`src/rtl/res_display.sv`:
```
// Shows an 8-bit unsigned result in decimal on a 4-digit multiplexed 7-segment display.
// A sequential double-dabble converter feeds a prescaled digit scanner.
`timescale 1ns/1ps
module res_display #(
  parameter int unsigned SCAN_DIV   = 50000,
  parameter int unsigned BLANK_LEAD = 1
) (
  input  logic        clk,
  input  logic        reset,
  input  logic [7:0]  res,
  output logic [6:0]  seg,
  output logic [3:0]  an,
  output logic [11:0] bcd,
  output logic        busy,
  output logic [1:0]  state_o
);

  // Handshake: res is a level that is only sampled in IDLE. busy=1 means a
  // conversion is in flight and res changes are ignored; bcd is stable while busy=0.

  localparam int PW = (SCAN_DIV > 1) ? $clog2(SCAN_DIV) : 1;
  localparam logic [PW-1:0] PRESC_LAST = PW'(SCAN_DIV - 1);

  typedef enum logic [1:0] {
    IDLE  = 2'd0,
    SHIFT = 2'd1,
    DONE  = 2'd2
  } state_t;

  state_t      state_q, state_d;
  logic [19:0] sreg_q, sreg_d;
  logic [7:0]  cap_q, cap_d;
  logic [7:0]  last_val_q, last_val_d;
  logic [3:0]  cnt_q, cnt_d;
  logic [11:0] bcd_q, bcd_d;
  logic        busy_q, busy_d;

  logic [PW-1:0] presc_q, presc_d;
  logic [1:0]    slot_q, slot_d;
  logic          scan_tick;
  logic [6:0]    seg_q, seg_d;
  logic [3:0]    an_q, an_d;
  logic          hund_blank, tens_blank;

  // One double-dabble step: correct each BCD nibble that is >= 5, then shift.
  function automatic logic [19:0] dabble_step(input logic [19:0] s);
    logic [19:0] t;
    t = s;
    if (t[11:8]  >= 4'd5) t[11:8]  = t[11:8]  + 4'd3;
    if (t[15:12] >= 4'd5) t[15:12] = t[15:12] + 4'd3;
    if (t[19:16] >= 4'd5) t[19:16] = t[19:16] + 4'd3;
    return {t[18:0], 1'b0};
  endfunction

  function automatic logic [6:0] seg7(input logic [3:0] d);
    logic [6:0] s;
    case (d)
      4'd0:    s = 7'b1000000;
      4'd1:    s = 7'b1111001;
      4'd2:    s = 7'b0100100;
      4'd3:    s = 7'b0110000;
      4'd4:    s = 7'b0011001;
      4'd5:    s = 7'b0010010;
      4'd6:    s = 7'b0000010;
      4'd7:    s = 7'b1111000;
      4'd8:    s = 7'b0000000;
      4'd9:    s = 7'b0010000;
      default: s = 7'h7F;
    endcase
    return s;
  endfunction

  // Converter FSM: state register
  always_ff @(posedge clk or negedge reset) begin
    if (!reset) state_q <= IDLE;
    else        state_q <= state_d;
  end

  // Converter FSM: next state
  always_comb begin
    state_d = state_q;
    case (state_q)
      IDLE:    if (res != last_val_q) state_d = SHIFT;
      SHIFT:   if (cnt_q == 4'd7)     state_d = DONE;
      DONE:    state_d = IDLE;
      default: state_d = IDLE;
    endcase
  end

  // Converter FSM: datapath and outputs
  always_comb begin
    sreg_d     = sreg_q;
    cap_d      = cap_q;
    cnt_d      = cnt_q;
    bcd_d      = bcd_q;
    last_val_d = last_val_q;
    case (state_q)
      IDLE: begin
        if (res != last_val_q) begin
          sreg_d = {12'b0, res};
          cap_d  = res;
          cnt_d  = 4'd0;
        end
      end
      SHIFT: begin
        sreg_d = dabble_step(sreg_q);
        cnt_d  = cnt_q + 4'd1;
      end
      DONE: begin
        bcd_d      = sreg_q[19:8];
        last_val_d = cap_q;
      end
      default: ;
    endcase
    busy_d = (state_d != IDLE);
  end

  always_ff @(posedge clk or negedge reset) begin
    if (!reset) begin
      sreg_q     <= '0;
      cap_q      <= '0;
      last_val_q <= '0;
      cnt_q      <= '0;
      bcd_q      <= '0;
      busy_q     <= 1'b0;
    end else begin
      sreg_q     <= sreg_d;
      cap_q      <= cap_d;
      last_val_q <= last_val_d;
      cnt_q      <= cnt_d;
      bcd_q      <= bcd_d;
      busy_q     <= busy_d;
    end
  end

  // Scanner: prescaler wraps at SCAN_DIV-1 and advances the digit slot.
  always_comb begin
    scan_tick = (presc_q == PRESC_LAST);
    presc_d   = scan_tick ? '0 : presc_q + PW'(1);
    slot_d    = scan_tick ? slot_q + 2'd1 : slot_q;
  end

  always_comb begin
    hund_blank = (BLANK_LEAD != 0) && (bcd_q[11:8] == 4'd0);
    tens_blank = (BLANK_LEAD != 0) && (bcd_q[11:4] == 8'd0);
    seg_d      = 7'h7F;
    an_d       = 4'hF;
    case (slot_q)
      2'd0: begin
        an_d  = 4'b1110;
        seg_d = seg7(bcd_q[3:0]);
      end
      2'd1: begin
        if (!tens_blank) begin
          an_d  = 4'b1101;
          seg_d = seg7(bcd_q[7:4]);
        end
      end
      2'd2: begin
        if (!hund_blank) begin
          an_d  = 4'b1011;
          seg_d = seg7(bcd_q[11:8]);
        end
      end
      default: ;
    endcase
  end

  always_ff @(posedge clk or negedge reset) begin
    if (!reset) begin
      presc_q <= '0;
      slot_q  <= 2'd0;
      seg_q   <= 7'h7F;
      an_q    <= 4'hF;
    end else begin
      presc_q <= presc_d;
      slot_q  <= slot_d;
      seg_q   <= seg_d;
      an_q    <= an_d;
    end
  end

  assign seg     = seg_q;
  assign an      = an_q;
  assign bcd     = bcd_q;
  assign busy    = busy_q;
  assign state_o = state_q;

endmodule

```
`config.mk`:
```
export PLATFORM = sky130hd
export DESIGN_NAME = res_display
export DESIGN_NICKNAME = d
export VERILOG_FILES = /design/src/rtl/res_display.sv
export SDC_FILE = /design/constraint.sdc
export NUM_CORES = 1
export LEC_CHECK = 0
export ABC_AREA = 0
export CORE_MARGIN = 3
export CORE_UTILIZATION = 40
export CTS_CLUSTER_SIZE = 25
export DETAILED_ROUTE_END_ITERATION = 16
export MAX_ROUTING_LAYER = met4
export PLACE_DENSITY_LB_ADDON = 0.15
export REMOVE_ABC_BUFFERS = 1
export SLEW_MARGIN = 40
export SYNTH_ARGS = -nofsm -noshare
export SYNTH_HDL_FRONTEND = slang
export SYNTH_SLANG_ARGS = --single-unit
```
`constraint.sdc`:
```
create_clock -name clk -period 5.3 [get_ports clk]
set_clock_uncertainty 0.05 [all_clocks]
set_input_delay 1.06 -clock clk [delete_from_list [all_inputs] [get_ports clk]]
set_output_delay 1.06 -clock clk [all_outputs]
set_load 0.01 [all_outputs]
```
==> metrics <==
routed vias=about 3,000; WL final=approximately 8600 um; Worst-Margin Slew=0.703 ns; Worst Hold Depth=2; post-CTS setup buffers=0; PortBufs=34; Final setup viols=0; mapped cell area=between 4000 and 5000 um2; YS warnings=0; sequential-to-total area share from yosys stat=47.3%; Post-synth EDFFs=0; WP buf/inv=2; critical path depth=6; CP Max Fanout=15; Yosys cell types=58; clock-pin slew on the worst setup and hold paths=approximately 0.08 ns; Max Cap Viol=0; first-pass GRT wire length=~15,000 um; initial antenna violation count=0; GRT Overall Usage=between 15 and 20%; crit path DAT=roughly 3.1 ns; vias in the first global route=3,171; peak supply drop=~200 uV; DPL Wire Length=between 5000 and 6000 um; Remaining Overflow, GRT=0; post-synthesis cell count=~410; fin. max-slew vios=0; total CTS buffers=9; setup_tns=0 ns; Nets=about 480; # clock sinks=83; area grow syn2layout=15.3%; Int Power=between 1500 and 2000 uW; mean post-synth cell area=10.8 um2; fin crit share=around 55%; layout cells sized above 1=12.6%; R2R cell count=6; Detail Route Antenna Nets=0; TritonRoute pass-1 iters=4; worst setup path startpoint=res[1]; fin crit period=between 2 and 3 ns; power density over the cells=roughly 500 nW/um2; CTS Buffer Depth=2; IO Pins=36; post-synth top area share=about two fifths; slowest stage delay, CP=0.46 ns; Clock Latency Late Sink=approximately 0.34 ns; die height=approximately 110 um; Synth Flop Type=dfrtp_1; RSZ-0062 raised after global routing=false; largest area contributor in the netlist=dfrtp_1; DIE WIDTH=111 um; Switching Share=35.5%; worst path cell trace=clkdlybuf4s50_1, xor2_1, nor4_2, a31o_2, inv_1, o22ai_1; sequential share of power=between 40 and 50%; critical path capture point type=flip-flop; Final Power=2540 uW; Logic pwr share=40.6%; status=finished clean; Clk pwr share=roughly a fifth; Slew HR=52.8%; Post-CTS Hold Buffers=0; Floorplan Core Area=around 11,000 um2; Clk Tree Root Cell=clkbuf_8; FFs w/ async S/R, synth=100%; synth top area cells=dfrtp_1 (41%), ha_1 (8.2%), dfstp_2 (5.9%); post-synthesis register bit count=83; worst flop-to-flop path startpoint=bcd[9]; CP Launch Type=input pin; n_diodes=0; row cnt=37; H-tree depth=3; Die Area=approximately 12,000 um2; RePlAce Congestion=around 0.81; CP max stage cell=clkdlybuf4s50_1; CTS tree=built; vias per inst=5.32; fillcell total=1,000; Psw=roughly 900 uW; required time worst endpoint=5.51 ns; fmax=344 MHz; wire per inst=between 10 and 15 um; Crit Path Category=in -> reg; post-cts sizing count=0; Leak=around 0.0023 uW; Initial Utilization=a little over two fifths; Critical Path End=sreg_q[17]; Largest delay share family, worst path=buffers and inverters; Worst R2R End=seg[6]; pin count of the biggest net entering global routing=84; DRC viols=0; Fin. Hold Viols=0; reg2reg setup slack=roughly 3.1 ns; Hold Path Class=reg -> reg; DRT iter0 DRCs=between 150 and 200
-- how the worst min path moves through the flow --
| stage | from | to | slack, ns |
|---|---|---|---|
| 6_report | sreg_q[17] | bcd[9] | 0.44 |
| 2_1_floorplan | presc_q[15] | presc_q[15] | 0.40 |
| 4_1_cts | sreg_q[17] | bcd[9] | 0.44 |
| 5_1_grt | cap_q[7] | cap_q[7] | 0.47 |
| 3_3_place_gp | cap_q[7] | cap_q[7] | 0.41 |
| 3_5_place_dp | cap_q[7] | cap_q[7] | 0.43 |
-- power by group through the flow --
stage / combinational [uW] / sequential (uW) / clock (uW)
after floorplan: 717 / 1010 / 0
final: 1030 / 1020 / 488
after global routing: 1170 / 1060 / 538
after CTS: 1040 / 1020 / 508
after global placement: 1010 / 1030 / 0
after detailed placement: 1030 / 1040 / 0
-- registers in the layout, summed over array words and instances (netlist names) --
| signal | flops |
|---|---|
| cnt_q | 4 |
| cap_q | 8 |
| slot_q | 2 |
| sreg_q | 20 |
| bcd | 12 |
| state_o | 2 |
| presc_q | 16 |
| seg | 7 |
| last_val_q | 8 |
| an | 3 |
| busy | 1 |
-- cells by family (layout without fill, tap and decap cells) --
family | after synthesis | in the layout | synth area share [%]
and+or+nand+nor | 106 | 106 | 14.3
buffers and inverters | 42 | 78 | 3.96
DFF | 83 | 83 | 47.3
muxes | 28 | 28 | 6.96
other | 1 | 1 | 0.0848
AOI/OAI and AO/OA | 95 | 95 | 14.5
xor gates and xnor gates | 24 | 24 | 4.76
adders and majority gates | 29 | 29 | 8.21
-- stage by stage --
stage          area (um2)  setup slack, ns  hold slack, ns  util (%)  cells
2_1_floorplan        4350             2.69           0.396         -    393
6_report             5100             2.39           0.437      48.3    580
4_1_cts              5080             2.36           0.439      48.2    579
3_5_place_dp         4870             2.00           0.426      46.2    564
5_1_grt              5100             2.18           0.470      48.3    580
3_3_place_gp         4860             1.84           0.415      46.1    564
-- synthesized netlist by cell type, types with 4 or more instances --
cell type  count
clkbuf_1      10
nor2_1        17
mux2i_1        6
mux2_2        21
nand2b_1      10
xor2_1        13
a21oi_1       16
nor4_1         5
and3_1         9
a221o_1        8
dfstp_2       10
nand2_1       21
nor3_1         7
ha_1          29
xnor2_1       11
o21ai_0       32
a22o_1         6
nor2b_1        7
nand3_1        8
inv_1         27
dfrtp_1       73
nand4b_1       4
-- cell usage in the layout, fill, tap and decap left out, types with 10 or more instances in the layout --
cell type and instances:
dfrtp_1 73, clkdlybuf4s50_1 33, o21ai_0 32, ha_1 29
inv_1 27, nand2_1 21, mux2_2 21, nor2_1 17
a21oi_1 16, xor2_1 13, xnor2_1 11, clkbuf_8 11
nand2b_1 10, dfstp_2 10
-- worst reg2reg max path: cells and delay by family (launching register included) --
| kind | cells | cell delay, ns |
|---|---|---|
| flops | 1 | 0.46 |
| buf+inv | 1 | 0.15 |
| fa+ha+maj | 1 | 0.27 |
| compound gates | 2 | 0.35 |
| simple gates | 2 | 0.87 |
-- metal layers --
layer | wire, um | track usage (%) | up-vias
met3 | 275 | 2.95 | 10
met2 | 4050 | 24.0 | 43
met4 | 110 | 4.79 | 0
li1 | - | - | 1509
met5 | 0 | - | -
met1 | 4130 | 19.9 | 1525
-- final cells by class --
type	count	area, um2	area share, %
Tap cell	136	170	3.34
Inverter	27	101	1.99
Sequential cell	83	2090	41.0
Clock inverter	2	60.1	1.18
Timing Repair Buffer	36	363	7.12
Clock buffer	13	149	2.92
Multi-Input combinational cell	283	2160	42.5
Power figures use the tool's default switching activity.
==> RTL edit 1: new RTL, config.mk and constraints unchanged <==
Set the parameter `SCAN_DIV` to 25000 (it was 50000).
--- a/src/rtl/res_display.sv
+++ b/src/rtl/res_display.sv
@@ -2,7 +2,7 @@
 // A sequential double-dabble converter feeds a prescaled digit scanner.
 `timescale 1ns/1ps
 module res_display #(
-  parameter int unsigned SCAN_DIV   = 50000,
+  parameter int unsigned SCAN_DIV   = 25000,
   parameter int unsigned BLANK_LEAD = 1
 ) (
   input  logic        clk,
Behaviour: same outputs for any inputs over 10 cycles, from zero or initial values and one cycle with reset low; that may be too few to reach the edited logic, so the function may still have changed.
==> RTL edit 1 against the original RTL <==
Synthesized area decreased by 1.3%; core utilization decreased by 0.24 points; sequential cell count decreased by 1; total power decreased by 2.5%; worst setup slack improved by 0.15 ns; largest power group is now registers; design area decreased by 1.4%; die area decreased by 1.3%; routed wire length decreased by 4.1%.
==> RTL edit 1: results (changes against the original RTL) <==
| Metric | Reported | Unit | Change |
| --- | --- | --- | --- |
| Via count of the first global-routing pass | 3053 | - | was 3171 |
| Data arrival at the endpoint of the critical path | 2.97 | ns | was 3.11 ns |
| Sequential area share after synthesis | 0.473 | - | about the same |
| Depth of the worst register-to-register path | 4 | - | was 6 |
| Distinct cell type count of the synthesized netlist | 57 | - | was 58 |
| Static leakage | 2.24 | nW | was 2.29 nW |
| Share of cells above drive strength 1 | 0.128 | - | was 0.126 |
| GR Util met2 | 0.220 | - | was 0.240 |
| Pin count of the biggest net entering global routing | 83 | - | was 84 |
| Final wirelength | 8220 | um | was 8570 um |
| Met3 layer wire length in the routed design | 295 | um | was 275 um |
| Global Route met1 Usage | 0.190 | - | was 0.199 |
| Shortest clock period the worst path allows after layout | 2.76 | ns | was 2.91 ns |
| Via count | 3018 | - | was 3087 |
| Switching fraction of total power | 0.355 | - | about the same |
| Hold path startpoint | presc_q[0] | - | was sreg_q[17] |
| Final #Nets | 474 | - | was 479 |
| Worst slack, placed | 2.10 | ns | was 2.00 ns |
| Total half-perimeter wirelength after legalization and detailed placement | 5730 | um | was 5880 um |
| Commonest cells post-synth | sky130_fd_sc_hd__dfrtp_1 (72), sky130_fd_sc_hd__ha_1 (29), sky130_fd_sc_hd__inv_1 (27) | - | was sky130_fd_sc_hd__dfrtp_1 (73), sky130_fd_sc_hd__o21ai_0 (32), sky130_fd_sc_hd__ha_1 (29) |
| Top post-synthesis cells by area | sky130_fd_sc_hd__dfrtp_1 (41%), sky130_fd_sc_hd__ha_1 (8.3%), sky130_fd_sc_hd__dfstp_2 (6.0%) | - | was sky130_fd_sc_hd__dfrtp_1 (41%), sky130_fd_sc_hd__ha_1 (8.2%), sky130_fd_sc_hd__dfstp_2 (5.9%) |
| Peak supply drop | 0.204 | mV | was 0.205 mV |
| Placed Area | 4790 | um2 | was 4870 um2 |
| Status | finished clean | - | unchanged |
| Met3 usage | 0.0268 | - | was 0.0295 |
| Endpoint of the worst register-to-register path | presc_q[13] | - | was seg[6] |
| Critical Path Fanout Max | 14 | - | was 15 |
| Worst rel slew slack | 0.552 | - | was 0.528 |
| Gpl congestion | 0.837 | - | was 0.807 |
| Logic gate share of total power | 0.392 | - | was 0.406 |
| Met2 Routed Length | 3660 | um | was 4050 um |
-- RTL edit 1: cells by family after synthesis --
logic type / Yosys count / share of synthesized area
and+or+nand+nor: 107 / 0.138
DFF: 82 / 0.473
adders and majority gates: 29 / 0.0832
buffers and inverters: 46 / 0.0459
other: 1 / 0.000860
xor gates and xnor gates: 27 / 0.0542
muxes: 28 / 0.0711
AOI/OAI and AO/OA: 86 / 0.134
-- RTL edit 1: metrics by stage --
step / instances / hold slack (ns) / total power [mW]
finish: 575 / 0.408 / 2.48
global route: 575 / 0.438 / 2.68
CTS: 574 / 0.413 / 2.51
detailed placement: 559 / 0.400 / 2.00
global placement: 559 / 0.386 / 1.98
floorplan: 388 / 0.374 / 1.67
-- RTL edit 1: cell type report --
cell class / count / area (um2)
clock buffers: 11 / 141
clock inverters: 4 / 76.3
fillers: 1011 / 5440
inverters: 28 / 105
multi-input cells: 278 / 2110
flip-flops and latches: 82 / 2060
well taps: 136 / 170
repair buffers: 36 / 363
==> RTL edit 2: new RTL, same flow settings <==
Without the edit above. Put one more register stage on the output `bcd`, cleared by the reset. The value now appears one clock later. The other outputs are not delayed to match.
--- a/src/rtl/res_display.sv
+++ b/src/rtl/res_display.sv
@@ -182,7 +182,13 @@
 
   assign seg     = seg_q;
   assign an      = an_q;
-  assign bcd     = bcd_q;
+  always_ff @(posedge clk or negedge reset) begin
+    if (!reset) begin
+      bcd <= '0;
+    end else begin
+      bcd <= bcd_q;
+    end
+  end
   assign busy    = busy_q;
   assign state_o = state_q;
 
Formal check against the unedited RTL: same outputs for any inputs over 10 cycles, from zero or initial values and one cycle with reset low; that may be too few to reach the edited logic, so the function may still have changed.
==> RTL edit 2 against the original RTL <==
Clock power up 23%; sequential cell count up 12; synthesized area up 6.8%; routed wire length up 3.2%; die area up 6.4%; worst hold slack worse by 0.013 ns; design area up 7.2%; total power up 9.0%; count of clock-buffer cells in the layout down 3; non-clock buffer count unchanged; worst setup slack better by 0.016 ns; sequential share of layout area up 2.8 points; critical path type unchanged.
==> RTL edit 2: results (changes against the original RTL) <==
| Metric | Reported | Unit | Change |
| --- | --- | --- | --- |
| Status | finished clean | - | unchanged |
| Clock root buffer | sky130_fd_sc_hd__clkbuf_16 | - | was sky130_fd_sc_hd__clkbuf_8 |
| Top post-synthesis cells by area | sky130_fd_sc_hd__dfrtp_1 (45%), sky130_fd_sc_hd__ha_1 (7.7%), sky130_fd_sc_hd__dfstp_2 (5.6%) | - | was sky130_fd_sc_hd__dfrtp_1 (41%), sky130_fd_sc_hd__ha_1 (8.2%), sky130_fd_sc_hd__dfstp_2 (5.9%) |
| Clock buffer count from CTS | 9 | - | unchanged |
| Slowest library cell on the worst path | sky130_fd_sc_hd__nor4_2 | - | was sky130_fd_sc_hd__clkdlybuf4s50_1 |
| Pin count of the biggest net entering global routing | 54 | - | was 84 |
| Die area | 13100 | um2 | was 12300 um2 |
| Total half-perimeter wirelength after legalization and detailed placement | 6110 | um | was 5880 um |
| Data arrival at the endpoint of the critical path | 3.09 | ns | was 3.11 ns |
| Syn Area/Cell | 11.2 | um2 | was 10.8 um2 |
| Wire length per cell | 14.7 | um | was 14.8 um |
| Mean number of vias per cell | 5.30 | - | was 5.32 |
| Multiplexer share of the synthesized area | 0.0652 | - | was 0.0696 |
| Share of cells above drive strength 1 | 0.131 | - | was 0.126 |
| Sequential area share after synthesis | 0.506 | - | was 0.473 |
| Final wirelength | 8840 | um | was 8570 um |
| Peak supply drop | 0.245 | mV | was 0.205 mV |
| CTS max path bufs | 2 | - | unchanged |
| Port buffer count | 34 | - | unchanged |
| Met3 usage | 0.0275 | - | was 0.0295 |
| Hold Fails Final Rpt | 0 | - | unchanged |
| Global Route met1 Usage | 0.202 | - | was 0.199 |
| Commonest cells post-synth | sky130_fd_sc_hd__dfrtp_1 (85), sky130_fd_sc_hd__o21ai_0 (32), sky130_fd_sc_hd__ha_1 (29) | - | was sky130_fd_sc_hd__dfrtp_1 (73), sky130_fd_sc_hd__o21ai_0 (32), sky130_fd_sc_hd__ha_1 (29) |
| Cell count after placement | 584 | - | was 564 |
| Total gr overflow | 0 | - | unchanged |
| Global-route wire length before repair | 15500 | um | was 15200 um |
| Worst rel slew slack | 0.470 | - | was 0.528 |
| Via count of the first global-routing pass | 3174 | - | was 3171 |
| Fraction of the mapped netlist area in compound gates | 0.135 | - | was 0.145 |
| Tot GR Track Use | 0.153 | - | was 0.152 |
| Utilization after layout | 0.476 | - | was 0.483 |
| Worst slack, placed | 2.01 | ns | was 2.00 ns |
| Final #Nets | 491 | - | was 479 |
| CTS clk-pin slew, worst paths | 0.07 | ns |  |
| Adder and majority gate portion of the synthesized area | 0.0769 | - | was 0.0821 |
| GR Util met2 | 0.229 | - | was 0.240 |
| Post-synthesis xor/xnor area fraction | 0.0445 | - | was 0.0476 |
| Starting DRC count in detailed routing | 120 | - | was 156 |
| Static leakage | 2.49 | nW | was 2.29 nW |
| Placed Area | 5190 | um2 | was 4870 um2 |
| Gpl congestion | 0.807 | - | about the same |
| Number of filler instances in the final layout | 1052 | - | was 1000 |
-- RTL edit 2: changes by cell type in the layout (fill, tap and decap cells not counted), moves of 3 or more --
cell / before / now
sky130_fd_sc_hd__clkinv_2: 0 / 4
sky130_fd_sc_hd__dfrtp_1: 73 / 85
sky130_fd_sc_hd__clkbuf_16: 0 / 9
sky130_fd_sc_hd__clkbuf_1: 3 / 0
sky130_fd_sc_hd__clkbuf_8: 11 / 1
-- RTL edit 2: metal layers --
metal | vias to the layer above | share of wire
met3 | 13 | 0.030
li1 | 1553 | -
met4 | 0 | 0.021
met2 | 42 | 0.47
met5 | - | 0
met1 | 1574 | 0.48
-- RTL edit 2: report_power, final --
part / internal [mW] / switching [mW] / total, mW
Clock: 0.328 / 0.274 / 0.602
Sequential: 0.954 / 0.199 / 1.15
Combinational: 0.519 / 0.497 / 1.02
Total: 1.80 / 0.969 / 2.77
-- RTL edit 2: path summary, 6_finish.rpt --
| kind | end | depth (start not counted) | slack (ns) | startpoint |
|---|---|---|---|---|
| max in group asynchronous | last_val_q[5] | 2 | 3.50 | reset |
| hold / removal | bcd[8] | 0 | 0.42 | bcd_q[8] |
| min in group asynchronous | bcd[4] | 1 | 0.70 | reset |
| setup reg to reg | seg[6] | 6 | 3.02 | bcd_q[9] |
| hold reg to reg | bcd[8] | 0 | 0.42 | bcd_q[8] |
| setup / recovery | sreg_q[19] | 6 | 2.41 | res[5] |
-- RTL edit 2: area by class of cell --
type	count	area share
clock buffers	10	0.0438
clock inverters	6	0.00664
inverters	27	0.0186
multi-input cells	283	0.396
flip-flops and latches	95	0.438
well taps	143	0.0328
repair buffers	36	0.0646
